--- src/rtl/glb_packet_gen.sv ---
// glb_packet_gen: reads a run of words from the GLB and emits {tag, data} packets toward the GIN bus
// Ports:
//   i_clk, i_rst                 clock, asynchronous active-high reset
//   i_start                      single-cycle job start pulse (honoured only when idle)
//   i_base_addr, i_len           first GLB address and number of words of the job
//   i_tag_start, i_tag_num       first tag and number of distinct tags before wrap (0 means 1)
//   i_words_per_tag              words sent under each tag (0 means 1)
//   o_rd_en, o_rd_addr           GLB read strobe and address
//   i_rd_data                    GLB read data, valid the cycle after o_rd_en
//   o_packet, o_valid, i_ready   {tag, data} packet stream with valid/ready handshake
//   o_busy, o_done               job active, single-cycle end-of-job pulse
module glb_packet_gen #(
    parameter int ID_BITWIDTH   = 4,
    parameter int DATA_BITWIDTH = 8,
    parameter int ADDR_BITWIDTH = 10,
    parameter int LEN_BITWIDTH  = 10
) (
    input  logic                                 i_clk,
    input  logic                                 i_rst,
    input  logic                                 i_start,
    input  logic [ADDR_BITWIDTH-1:0]             i_base_addr,
    input  logic [LEN_BITWIDTH-1:0]              i_len,
    input  logic [ID_BITWIDTH-1:0]               i_tag_start,
    input  logic [ID_BITWIDTH-1:0]               i_tag_num,
    input  logic [LEN_BITWIDTH-1:0]              i_words_per_tag,
    output logic                                 o_rd_en,
    output logic [ADDR_BITWIDTH-1:0]             o_rd_addr,
    input  logic [DATA_BITWIDTH-1:0]             i_rd_data,
    output logic [ID_BITWIDTH+DATA_BITWIDTH-1:0] o_packet,
    output logic                                 o_valid,
    input  logic                                 i_ready,
    output logic                                 o_busy,
    output logic                                 o_done
);
    localparam int PW = ID_BITWIDTH + DATA_BITWIDTH;
    typedef enum logic [1:0] {IDLE, RUN, DRAIN, DONE} state_t;
    state_t                   state;
    logic [ADDR_BITWIDTH-1:0] base;
    logic [LEN_BITWIDTH-1:0]  len, wpt, issued, word_cnt;
    logic [ID_BITWIDTH-1:0]   tag_start, tag_num, tag, tag_idx, rd_tag;
    logic                     rd_v;
    logic [PW-1:0]            fifo [3];
    logic [1:0]               wr_ptr, rd_ptr, count;
    logic                     issue, pop;
    // A read issued now lands in the FIFO two edges later; counting the
    // unpopped entries plus the read already on the bus keeps the 3-entry
    // FIFO from overflowing while still allowing one read per cycle.
    always_comb begin
        issue     = state == RUN && issued != len && (3'(count) + 3'(rd_v)) <= 3'd2;
        pop       = count != 2'd0 && i_ready;
        o_rd_en   = issue;
        o_rd_addr = issue ? base + ADDR_BITWIDTH'(issued) : '0;
        o_valid   = count != 2'd0;
        o_packet  = o_valid ? fifo[rd_ptr] : '0;
        o_busy    = state != IDLE;
        o_done    = state == DONE;
    end
    always_ff @(posedge i_clk) begin
        if (rd_v) fifo[wr_ptr] <= {rd_tag, i_rd_data};
    end
    always_ff @(posedge i_clk or posedge i_rst) begin
        if (i_rst) begin
            state     <= IDLE;
            base      <= '0;
            len       <= '0;
            wpt       <= '0;
            issued    <= '0;
            word_cnt  <= '0;
            tag_start <= '0;
            tag_num   <= '0;
            tag       <= '0;
            tag_idx   <= '0;
            rd_tag    <= '0;
            rd_v      <= 1'b0;
            wr_ptr    <= '0;
            rd_ptr    <= '0;
            count     <= '0;
        end else begin
            rd_v <= issue;
            if (issue) rd_tag <= tag;
            if (rd_v) wr_ptr <= wr_ptr == 2'd2 ? 2'd0 : wr_ptr + 2'd1;
            if (pop) rd_ptr <= rd_ptr == 2'd2 ? 2'd0 : rd_ptr + 2'd1;
            count <= count + 2'(rd_v) - 2'(pop);
            case (state)
                IDLE: if (i_start) begin
                    base      <= i_base_addr;
                    len       <= i_len;
                    tag_start <= i_tag_start;
                    tag_num   <= i_tag_num == '0 ? ID_BITWIDTH'(1) : i_tag_num;
                    wpt       <= i_words_per_tag == '0 ? LEN_BITWIDTH'(1) : i_words_per_tag;
                    tag       <= i_tag_start;
                    tag_idx   <= '0;
                    issued    <= '0;
                    word_cnt  <= '0;
                    state     <= i_len == '0 ? DONE : RUN;
                end
                RUN: begin
                    if (issue) begin
                        issued <= issued + LEN_BITWIDTH'(1);
                        if (word_cnt == wpt - LEN_BITWIDTH'(1)) begin
                            word_cnt <= '0;
                            tag_idx  <= tag_idx == tag_num - ID_BITWIDTH'(1) ? '0 : tag_idx + ID_BITWIDTH'(1);
                            tag      <= tag_idx == tag_num - ID_BITWIDTH'(1) ? tag_start : tag + ID_BITWIDTH'(1);
                        end else begin
                            word_cnt <= word_cnt + LEN_BITWIDTH'(1);
                        end
                    end
                    if (issued == len) state <= DRAIN;
                end
                DRAIN: if (count == 2'd0 && !rd_v) state <= DONE;
                default: state <= IDLE;
            endcase
        end
    end
endmodule

--- config.mk ---
export PLATFORM = sky130hd
export DESIGN_NAME = glb_packet_gen
export DESIGN_NICKNAME = d
export VERILOG_FILES = /design/src/rtl/glb_packet_gen.sv
export SDC_FILE = /design/constraint.sdc
export NUM_CORES = 1
export LEC_CHECK = 0
export ABC_AREA = 1
export BUFFER_PORTS_ARGS = -buffer_cell sky130_fd_sc_hd__buf_2
export CAP_MARGIN = 20
export CORE_UTILIZATION = 40
export CTS_CLUSTER_DIAMETER = 30
export DETAILED_ROUTE_END_ITERATION = 8
export PLACE_DENSITY = 0.65
export SETUP_SLACK_MARGIN = 0.05
export SLEW_MARGIN = 20
export SYNTH_ARGS = -nofsm -noshare
export SYNTH_HDL_FRONTEND = slang
export SYNTH_SLANG_ARGS = --single-unit
--- constraint.sdc ---
create_clock -name i_clk -period 4.5 [get_ports i_clk]
set_clock_uncertainty 0.1 [all_clocks]
set_input_delay 0.225 -clock i_clk [delete_from_list [all_inputs] [get_ports i_clk]]
set_output_delay 0.225 -clock i_clk [all_outputs]
set_load 0.03 [all_outputs]
# Word level (Yosys, flattened, before mapping)
# Memories as Yosys holds them, arrays and structs flattened.
# Cells that the tools add are included.
# classes
addsub,12
mul,0
div,0
n_lt_le_gt_ge,1
n_eq_ne,14
shift,0
mux,29
bitwise_logic,0
n_reduce_logical,17
# ops
op,count
$mux W10,6
$pmux W10 S2,2
$mux W4,9
$add A10 B1 Y10 const B,2
$eq A10 B10 Y1,2
$logic_not A10 Y1,2
$pmux W4 S2,2
$mux W12,1
$mux W2,6
$add A10 B10 Y10,1
$ne A10 B10 Y1,1
$sub A10 B1 Y10 const B,1
$add A4 B1 Y4 const B,2
$eq A2 B2 Y1 const B,4
$ne A2 B2 Y1 const B,3
$pmux W2 S3,1
$reduce_and A3 Y1,2
$reduce_bool A2 Y1,3
$add A2 B1 Y2 const B,2
$eq A4 B4 Y1,1
$logic_and A1 B1 Y1,4
$logic_not A2 Y1,2
$logic_not A4 Y1,1
$ne A2 B1 Y1 const B,2
10 further kinds,11
# word_totals
reg_bits,79
latch_bits,0
ramBits,36
rom_bits,0
in_bits,50
out_inout_bits,26
elab_cells,89
memories,1
# memory_table
memory,depth,width,rd,rd_clocked_by_memory_dff,wr,line_no,source
fifo,3,12,1,0,1,42,logic [PW-1:0] fifo [3];

# Logic depth before layout (Yosys ltp)
# Gate-level depths: netlist of run 1.
# logic_depth
word_depth,6
ltp_mapped,16

# Worst setup path before layout of run 1
# Ideal clock, no wire load.
# synth_timing
path_type,reg-to-output
from,register rd_v
to,output port o_rd_addr[4]
arrival_ns,2.299
required_ns,4.175
setup_slack_ns,1.876
path_stages_with_launch,11
path_buffers,1
path_cell_list,dfrtp_1 ha_1 inv_1 ha_1 inv_1 o31ai_1 nand3_2 buf_4 clkinv_1 o21ai_0 a21oi_1
# synth_via
elab_chain_len,4
# synth_lines
element,line_no,source
from (decl),41,logic rd_v;
from (signal assigned),79,rd_v <= issue;
$add A2 B1 Y3,49,issue = state == RUN && issued != len && (3'(count) + 3'(rd_v)) <= 3'd2;
$le A3 B2 Y1,49,
$logic_and A1 B1 Y1,49,
net o_rd_en,26,"output logic o_rd_en,"
$mux W10,52,o_rd_addr = issue ? base + ADDR_BITWIDTH'(issued) : '0;
to (decl),27,"output logic [ADDR_BITWIDTH-1:0] o_rd_addr,"
# The timed path passes the listed nets, and every way through them passes these cells.

# Worst setup path after layout of run 1
# layout_timing
from,register state[1]
to,output port o_rd_addr[9]
# layout_via
elab_chain_len,4
# layout_lines
element,line_no,source
from (decl),37,state_t state;
from (signal assigned),95,state <= i_len == '0 ? DONE : RUN;
$eq A2 B1 Y1,49,
$logic_and A1 B1 Y1 (2 in a row),49,
$mux W10,52,
# No other way between the ends.

==> metrics.md, run 1 <==
| Metric | Value |
|---|---|
| Port Buf Inserts | between 70 and 80 |
| Crit path buf inv count | 3 |
| CP peak stage delay | roughly 740 ps |
| Total Routing Usage GR | 18.73% |
| Seq cells post-synth | between 100 and 150 |
| Startpoint Class | flop |
| Max cap viols | 0 |
| Routed wire length | between 10000 and 15000 um |
| M2 GR Usage | between 30% and 40% |
| Crit path max-delay cell type | ha_1 |
| GR Util met1 | about a quarter |
| Share of cells above drive strength 1 | 15.29% |
| Critical Path Fanout Max | 22 |
| Tmin final | roughly 3300 ps |
| Dpl hpwl | 9471 um |
| Combinational share of power | between 40% and 50% |
| Vias per cell | about 4.8 |
| First-pass GRT wire length | ~24000 um |
| Fmax | just over 300 MHz |
| GR peak layer | met2 |
| WS Path Type | reg -> out |
| Clock power share | between 20% and 30% |
| Worst VDD drop | 374.5 uV |
| Area Growth Syn to Fin | 25.00% |
| Top delay family on crit path | adder cells |
| Final Max Tran Viols | 0 |
| Setup TNS | 0 ps |
| Final net count | 958 |
| Via count | 5290 |
| Ports | 76 |
| Drt pass-1 iters | 4 |
| Largest net degree at the start of global routing | 42 |
| Die area | about 16000 um^2 |
| Initial antenna violation count | 0 |
| Clk_lat worst skew | between 400 and 500 ps |
| Worst slew pin tran | roughly 1000 ps |
| GPL Wtd Cong | approximately 0.83 |
| Antenna Nets Post-Route | 0 |
| Clk root buf | clkbuf_16 |
| Cts bufs inserted | 17 |
| Syn avg cell area | 8.292 um^2 |
| Status | completed |
| Mapped Area | ~6300 um^2 |
| Crit path capture type | output pin |
| WL per Instance | 12.87 um |
| Place WS | about 1400 ps |
| Reg power frac | about a third |
| LEAKAGE | between 3 and 4 nW |
| Syn_nets | ~840 |
| Pint | about 2.8 mW |
| GR Util met3 | under 10% |
| Number of global-route vias before repair | roughly 5.0k |
| H-tree levels | 4 |
| Setup bufs post-CTS | 0 |
| CTS tree | yes |
| Die height | 127.5 um |
| Register area share after synthesis | slightly below 50% |
| Relative slew slack | roughly a third |
| N_diodes | 0 |
| First-iteration detailed-routing DRC count | ~250 |
| Fillers | 1452 |
| Net Sw Power | ~2.2 mW |
| Syn Inst Count | 760 |
| Final Setup Violations | 0 |
| Pwr/cell area | between 600 and 700 nW/um^2 |
| Worst Path Required | roughly 4200 ps |
| Post-route DRC | 0 |
| Initial Utilization | between 40% and 50% |
| Synth warnings | 0 |
| Die Wd | about 130 um |
| Num Clock Sinks | roughly 120 |
| Post-synthesis cell type count | 41 |
| GRT overflow | 0 |
| Clock buffer depth | 2 |
| Critical Path AT | around 3000 ps |
| Number of synthesized flops with an enable pin | 36 |
| Final Core Density | between 50% and 60% |
| Synth async-reset ratio | between 60% and 70% |
| Critical path cell sequence | inv_1 -> ha_1 -> nand3_2 -> clkinv_1 -> o21ai_0 -> a21oi_1 -> buf_2 |
| Tcrit/Tclk final | between 70% and 80% |
| Placeable core area | 15310 um^2 |
| HP Class | in -> reg |
| Num rows | 45 |
| Fin. Hold Viols | 0 |
| Ys flop type | dfrtp_1 |
| Final worst slack | around 1200 ps |
| Unrepaired setup endpoints after global routing | false |
| Switching Share | 43.89% |
| Worst-path clk slew | roughly 50 ps |
## flip-flops by register name, indices dropped and copies added (netlist names)
register and count:
fifo 36, base 10, issued 10, len 10, word_cnt 10, wpt 10
rd_tag 4, tag 4, tag_idx 4, tag_num 4, tag_start 4, count 2
rd_ptr 2, state 2, wr_ptr 2, rd_v 1
## cell usage in the layout, fill, tap and decap left out, types with 4 or more instances in the layout
master,synthesis,layout
buf_2,2,75
clkbuf_16,0,17
dlygate4sd3_1,0,47
o21ai_1,12,12
inv_1,87,86
nor2_1,37,37
dfrtp_1,79,79
o21ai_0,42,42
nand2_1,241,241
edfxtp_1,36,36
a21oi_1,15,15
nand3_1,60,60
xnor2_1,18,18
a31o_2,5,5
nor3b_1,4,4
nand4_1,17,17
nand3_2,4,4
clkinv_4,0,5
nor2_2,4,4
nor3_1,9,7
xor2_1,13,13
ha_1,24,24
## power groups by stage
stage               Sequential [mW]  Combinational, mW  Clock (mW)
floorplan                      1.58               1.72           0
global placement               1.66               2.08           0
detailed placement             1.67               2.12           0
CTS                            1.65               2.17        1.23
global route                   1.69               2.45        1.28
finish                         1.65               2.15        1.21
## path summary, 6_finish.rpt
path	from	to	slack [ps]	cells past startpoint
setup / recovery	state[1]$_DFFE_PP0P_	o_rd_addr[9]	1220	7
hold / removal	i_words_per_tag[0]	wpt[0]$_DFFE_PP0P_	50	3
setup reg to reg	state[1]$_DFFE_PP0P_	tag[1]$_DFFE_PP0P_	1460	7
hold reg to reg	tag[3]$_DFFE_PP0P_	tag[3]$_DFFE_PP0P_	390	2
max in group asynchronous	i_rst	word_cnt[3]$_DFFE_PP0P_	2950	4
min in group asynchronous	i_rst	wpt[8]$_DFFE_PP0P_	360	3
## per-layer routing
metal  share of wire [%]  vias up  wire [um]
li1                    -     2740          -
met1                  47     2457       6677
met2                  50       82       7064
met3                 2.5       11        353
met4                 1.1        0        153
met5                   0        -          0
## kinds of logic (layout without fill, tap and decap cells)
group / Yosys count / after routing / share of synthesized area [%]
flops: 115 / 115 / 48.52
simple gates: 390 / 390 / 26.96
fa+ha+maj: 25 / 25 / 5.082
compound gates: 87 / 87 / 7.822
xor+xnor: 31 / 31 / 4.308
buf+inv: 112 / 248 / 7.306
## timing repair
| item | CTS | global route |
|---|---|---|
| hold buffers | 47 | 0 |
| gates resized for setup | 0 | 0 |
| endpoints found under the hold margin | 101 | 0 |
| endpoints found under the setup margin | 0 | 0 |
## synth_stat cells (2+ instances only)
cell type	n	share of area, %
nand2_1	241	14
inv_1	87	5.2
dfrtp_1	79	31
nand3_1	60	4.8
o21ai_0	42	3.3
nor2_1	37	2.2
edfxtp_1	36	17
ha_1	24	4.8
xnor2_1	18	2.5
nand4_1	17	1.7
a21oi_1	15	1.2
xor2_1	13	1.8
clkbuf_1	12	0.71
o21ai_1	12	0.95
nor3_1	9	0.71
a31o_2	5	0.69
buf_6	4	0.71
nand3_2	4	0.64
nor2_2	4	0.40
nor3b_1	4	0.48
a31oi_1	3	0.30
nand2_2	3	0.30
nor4_1	3	0.30
o31ai_1	3	0.36
buf_2	2	0.16
buf_4	2	0.24
clkinv_1	2	0.12
inv_2	2	0.12
nand2_4	2	0.36
nand3b_1	2	0.24
o21bai_1	2	0.24
or2_2	2	0.20
## cell type report
cell class	count	area, um^2	share of cell area (%)
Sequential cell	115	3058	38.82
Multi-Input combinational cell	533	2806	35.63
Timing Repair Buffer	125	868.3	11.02
Clock buffer	18	429.2	5.448
Inverter	91	342.8	4.352
Tap cell	211	264.0	3.351
Clock inverter	14	108.9	1.382
## per-stage QoR
step	cell area [um^2]	instances	hold slack [ps]	total power, mW
2_1_floorplan	6302	760	223.9	3.302
3_3_place_gp	6857	1028	256.2	3.743
3_5_place_dp	6857	1028	262.1	3.782
4_1_cts	7865	1107	31.26	5.050
5_1_grt	7878	1107	42.95	5.427
6_report	7878	1107	45.86	5.011
## worst register-to-register path, stage by stage (launching register included)
cell and delay [ps]:
dfrtp_1 410, inv_1 90, ha_1 740, nand3_2 460, a21oi_4 800, nand2_4 170
nand2_1 100, nand2_1 50
(Power assumes the default switching activity.)
==> run 2, diff against run 1 <==
--- a/config.mk
+++ b/config.mk
@@ -11,7 +11,7 @@
 export CORE_UTILIZATION = 40
 export CTS_CLUSTER_DIAMETER = 30
 export DETAILED_ROUTE_END_ITERATION = 8
-export PLACE_DENSITY = 0.65
+export PLACE_DENSITY = 0.68
 export SETUP_SLACK_MARGIN = 0.05
 export SLEW_MARGIN = 20
 export SYNTH_ARGS = -nofsm -noshare
==> constraint.sdc (replaced) <==
create_clock -name i_clk -period 3 [get_ports i_clk]
set_clock_uncertainty 0.1 [all_clocks]
set_input_delay 0.15 -clock i_clk [delete_from_list [all_inputs] [get_ports i_clk]]
set_output_delay 0.15 -clock i_clk [all_outputs]
set_load 0.03 [all_outputs]
==> run 2 against run 1 <==
Net effect: hold slack improved by 100 ps; final cell count rose by 1.3%; routed wire length up 5.4%; utilization up 0.91 points; setup slack got worse by 1000 ps; global-route usage is 0.86 points higher; power grew 55%; critical path type unchanged; largest power group unchanged.
==> metrics.md, run 2 (same netlist as run 1, synthesis figures left out) <==
| Metric | Value |
|---|---|
| N_diodes | 0 |
| Crit path max-delay cell type | dfrtp_1 |
| H-tree levels | 4 |
| R2R setup slack | 400 ps |
| Non-filler cells in the finished layout | between 1k and 1.5k |
| Tmin final | about 2800 ps |
| Num rows | 45 |
| Total Power | slightly below 8 mW |
| Routed wire length | between 15000 and 20000 um |
| Drt pass-1 iters | 5 |
| Worst Path Required | 2750 ps |
| Reg2reg start | rd_v$_DFF_PP0_ |
| Crit path buf inv count | 1 |
| Cts bufs inserted | 17 |
| Initial antenna violation count | 0 |
| Die Wd | roughly 130 um |
| HP Class | in -> async |
| Status | completed |
| CP startpoint | issued[2]$_DFFE_PP0P_ |
| Setup TNS | 0 ps |
| Die height | approximately 130 um |
| Clk_lat worst skew | between 400 and 500 ps |
| Share of cells above drive strength 1 | roughly 17% |
| Commonest non-fill, non-tap cell in the layout | nand2_1 |
| GPL Wtd Cong | around 0.8 |
| CP peak stage delay | about 480 ps |
| Net Sw Power | 3.351 mW |
| Tcrit/Tclk final | a little over nine tenths |
| First-iteration detailed-routing DRC count | ~360 |
| Top delay family on crit path | compound AO/OA/AOI/OAI gates |
| Reg2Reg Depth | 11 |
| Most frequent cells in the layout | nand2_1, inv_1, dfrtp_1 |
| Area Growth Syn to Fin | 27.20% |
| Number of flip-flops under the largest register name | 36 |
| Vias per cell | between 4 and 5 |
| Clock buffer depth | 2 |
| Worst-path clk slew | ~60 ps |
| Most frequent CP cell | a21oi_1 |
| Placed cell count | between 1k and 1.5k |
| Reg2reg end | word_cnt[4]$_DFFE_PP0P_ |
| WL per Instance | around 13 um |
| Final net count | approximately 970 |
| Worst VDD drop | between 600 and 700 uV |
| Final Setup Violations | 0 |
| Ports | 76 |
| Port Buf Inserts | 75 |
| Clk root buf | clkbuf_16 |
| Pint | roughly 4.4 mW |
| Top reg by flops | fifo |
| Die area | roughly 16000 um^2 |
| Reg power frac | approximately a third |
| GRT overflow | 0 |
| LEAKAGE | 3.871 nW |
| Post-route DRC | 0 |
| Critical Path Fanout Max | 7 |
| WS Path Type | reg -> out |
| Via count | 5453 |
| CTS tree | yes |
| Max cap viols | 0 |
| Fin. Hold Viols | 0 |
| Total Routing Usage GR | 19.59% |
| Clock power share | between 20% and 30% |
| Crit path capture type | output pin |
| Critical path cell sequence | ha_1 -> a21oi_1 -> o21ai_0 -> a21oi_1 -> nor2_1 -> o21a_1 -> nor3_1 -> buf_4 |
| Startpoint Class | flop |
| Largest net degree at the start of global routing | 61 |
| Number of global-route vias before repair | ~5.2k |
| Initial Utilization | around two fifths |
| Final Core Density | around 52% |
| Final Max Tran Viols | 0 |
| Num Clock Sinks | 115 |
| Unrepaired setup endpoints after global routing | false |
| Fmax | 354.3 MHz |
| First-pass GRT wire length | 24670 um |
| Worst slew pin tran | 547.9 ps |
| Antenna Nets Post-Route | 0 |
| Combinational share of power | about 44% |
| Critical Path AT | 2570 ps |
| Pwr/cell area | 966.8 nW/um^2 |
| Dpl hpwl | between 9000 and 10000 um |
| Relative slew slack | 63.34% |
| Placeable core area | roughly 15000 um^2 |
| Fillers | about 1.5k |
| Switching Share | a little over two fifths |
-- run 2: cell types whose count changed in the layout (fill, tap and decap cells not counted), sizes merged --
cell         previous run  this run
buf                    78        91
bufinv                  0         1
clkinvlp                3         2
dlygate4sd3            47        48
clkbuf                 18        17
clkinv                 11        12
-- run 2: tightest hold or removal path, cell delays in order --
cell and delay [ps]:
dlygate4sd3_1 530, buf_2 120, clkinv_2 270
-- run 2: layout make-up --
class,instances,area [um^2],area share (%)
clock buffers,17,425.4,5.307
clock inverters,15,133.9,1.670
inverters,91,344.1,4.292
multi-input cells,533,2796,34.88
flip-flops and latches,115,3059,38.16
well taps,211,264.0,3.293
repair buffers,139,993.5,12.39
-- run 2: worst max path at each step --
stage | end | slack, ps | cells past startpoint
finish | o_rd_addr[7] | 180 | 8
global route | o_rd_addr[8] | 50 | 11
CTS | o_rd_addr[8] | 60 | 10
detailed placement | word_cnt[4]$_DFFE_PP0P_ | 350 | 10
global placement | word_cnt[2]$_DFFE_PP0P_ | 460 | 10
floorplan | o_rd_addr[4] | 450 | 10
-- run 2: repair_timing --
item | CTS | global route
hold endpoints to repair | 85 | 0
hold buffers | 48 | 0
buffers inserted | 0 | 4
pin swaps | 0 | 1
gates resized for setup | 1 | 5
endpoints found under the setup margin | 5 | 7
-- run 2: stage by stage --
stage / hold WS [ps] / area, um^2 / setup slack, ps
after floorplan: 148.9 / 6302 / 450.9
after global placement: 44.92 / 6937 / 458.0
after detailed placement: 41.06 / 6937 / 349.3
after CTS: 148.2 / 7978 / 63.60
after global routing: 179.7 / 8016 / 53.30
final: 149.5 / 8016 / 177.5
-- run 2: metal layers --
metal	wire length, um	GRT usage, %	share of wire (%)	up-vias
li1	-	-	-	2750
met3	605	3.936	4.0	21
met5	0	0	0	-
met1	6560	24.07	44	2552
met2	7600	33.72	51	130
met4	258	7.843	1.7	0
-- run 2: power by group through the flow --
stage	logic [mW]	registers (mW)	clock network [mW]
global route	3.79	2.54	2.01
global placement	3.19	2.48	0
floorplan	2.58	2.38	0
CTS	3.34	2.48	1.94
finish	3.38	2.48	1.90
detailed placement	3.26	2.50	0
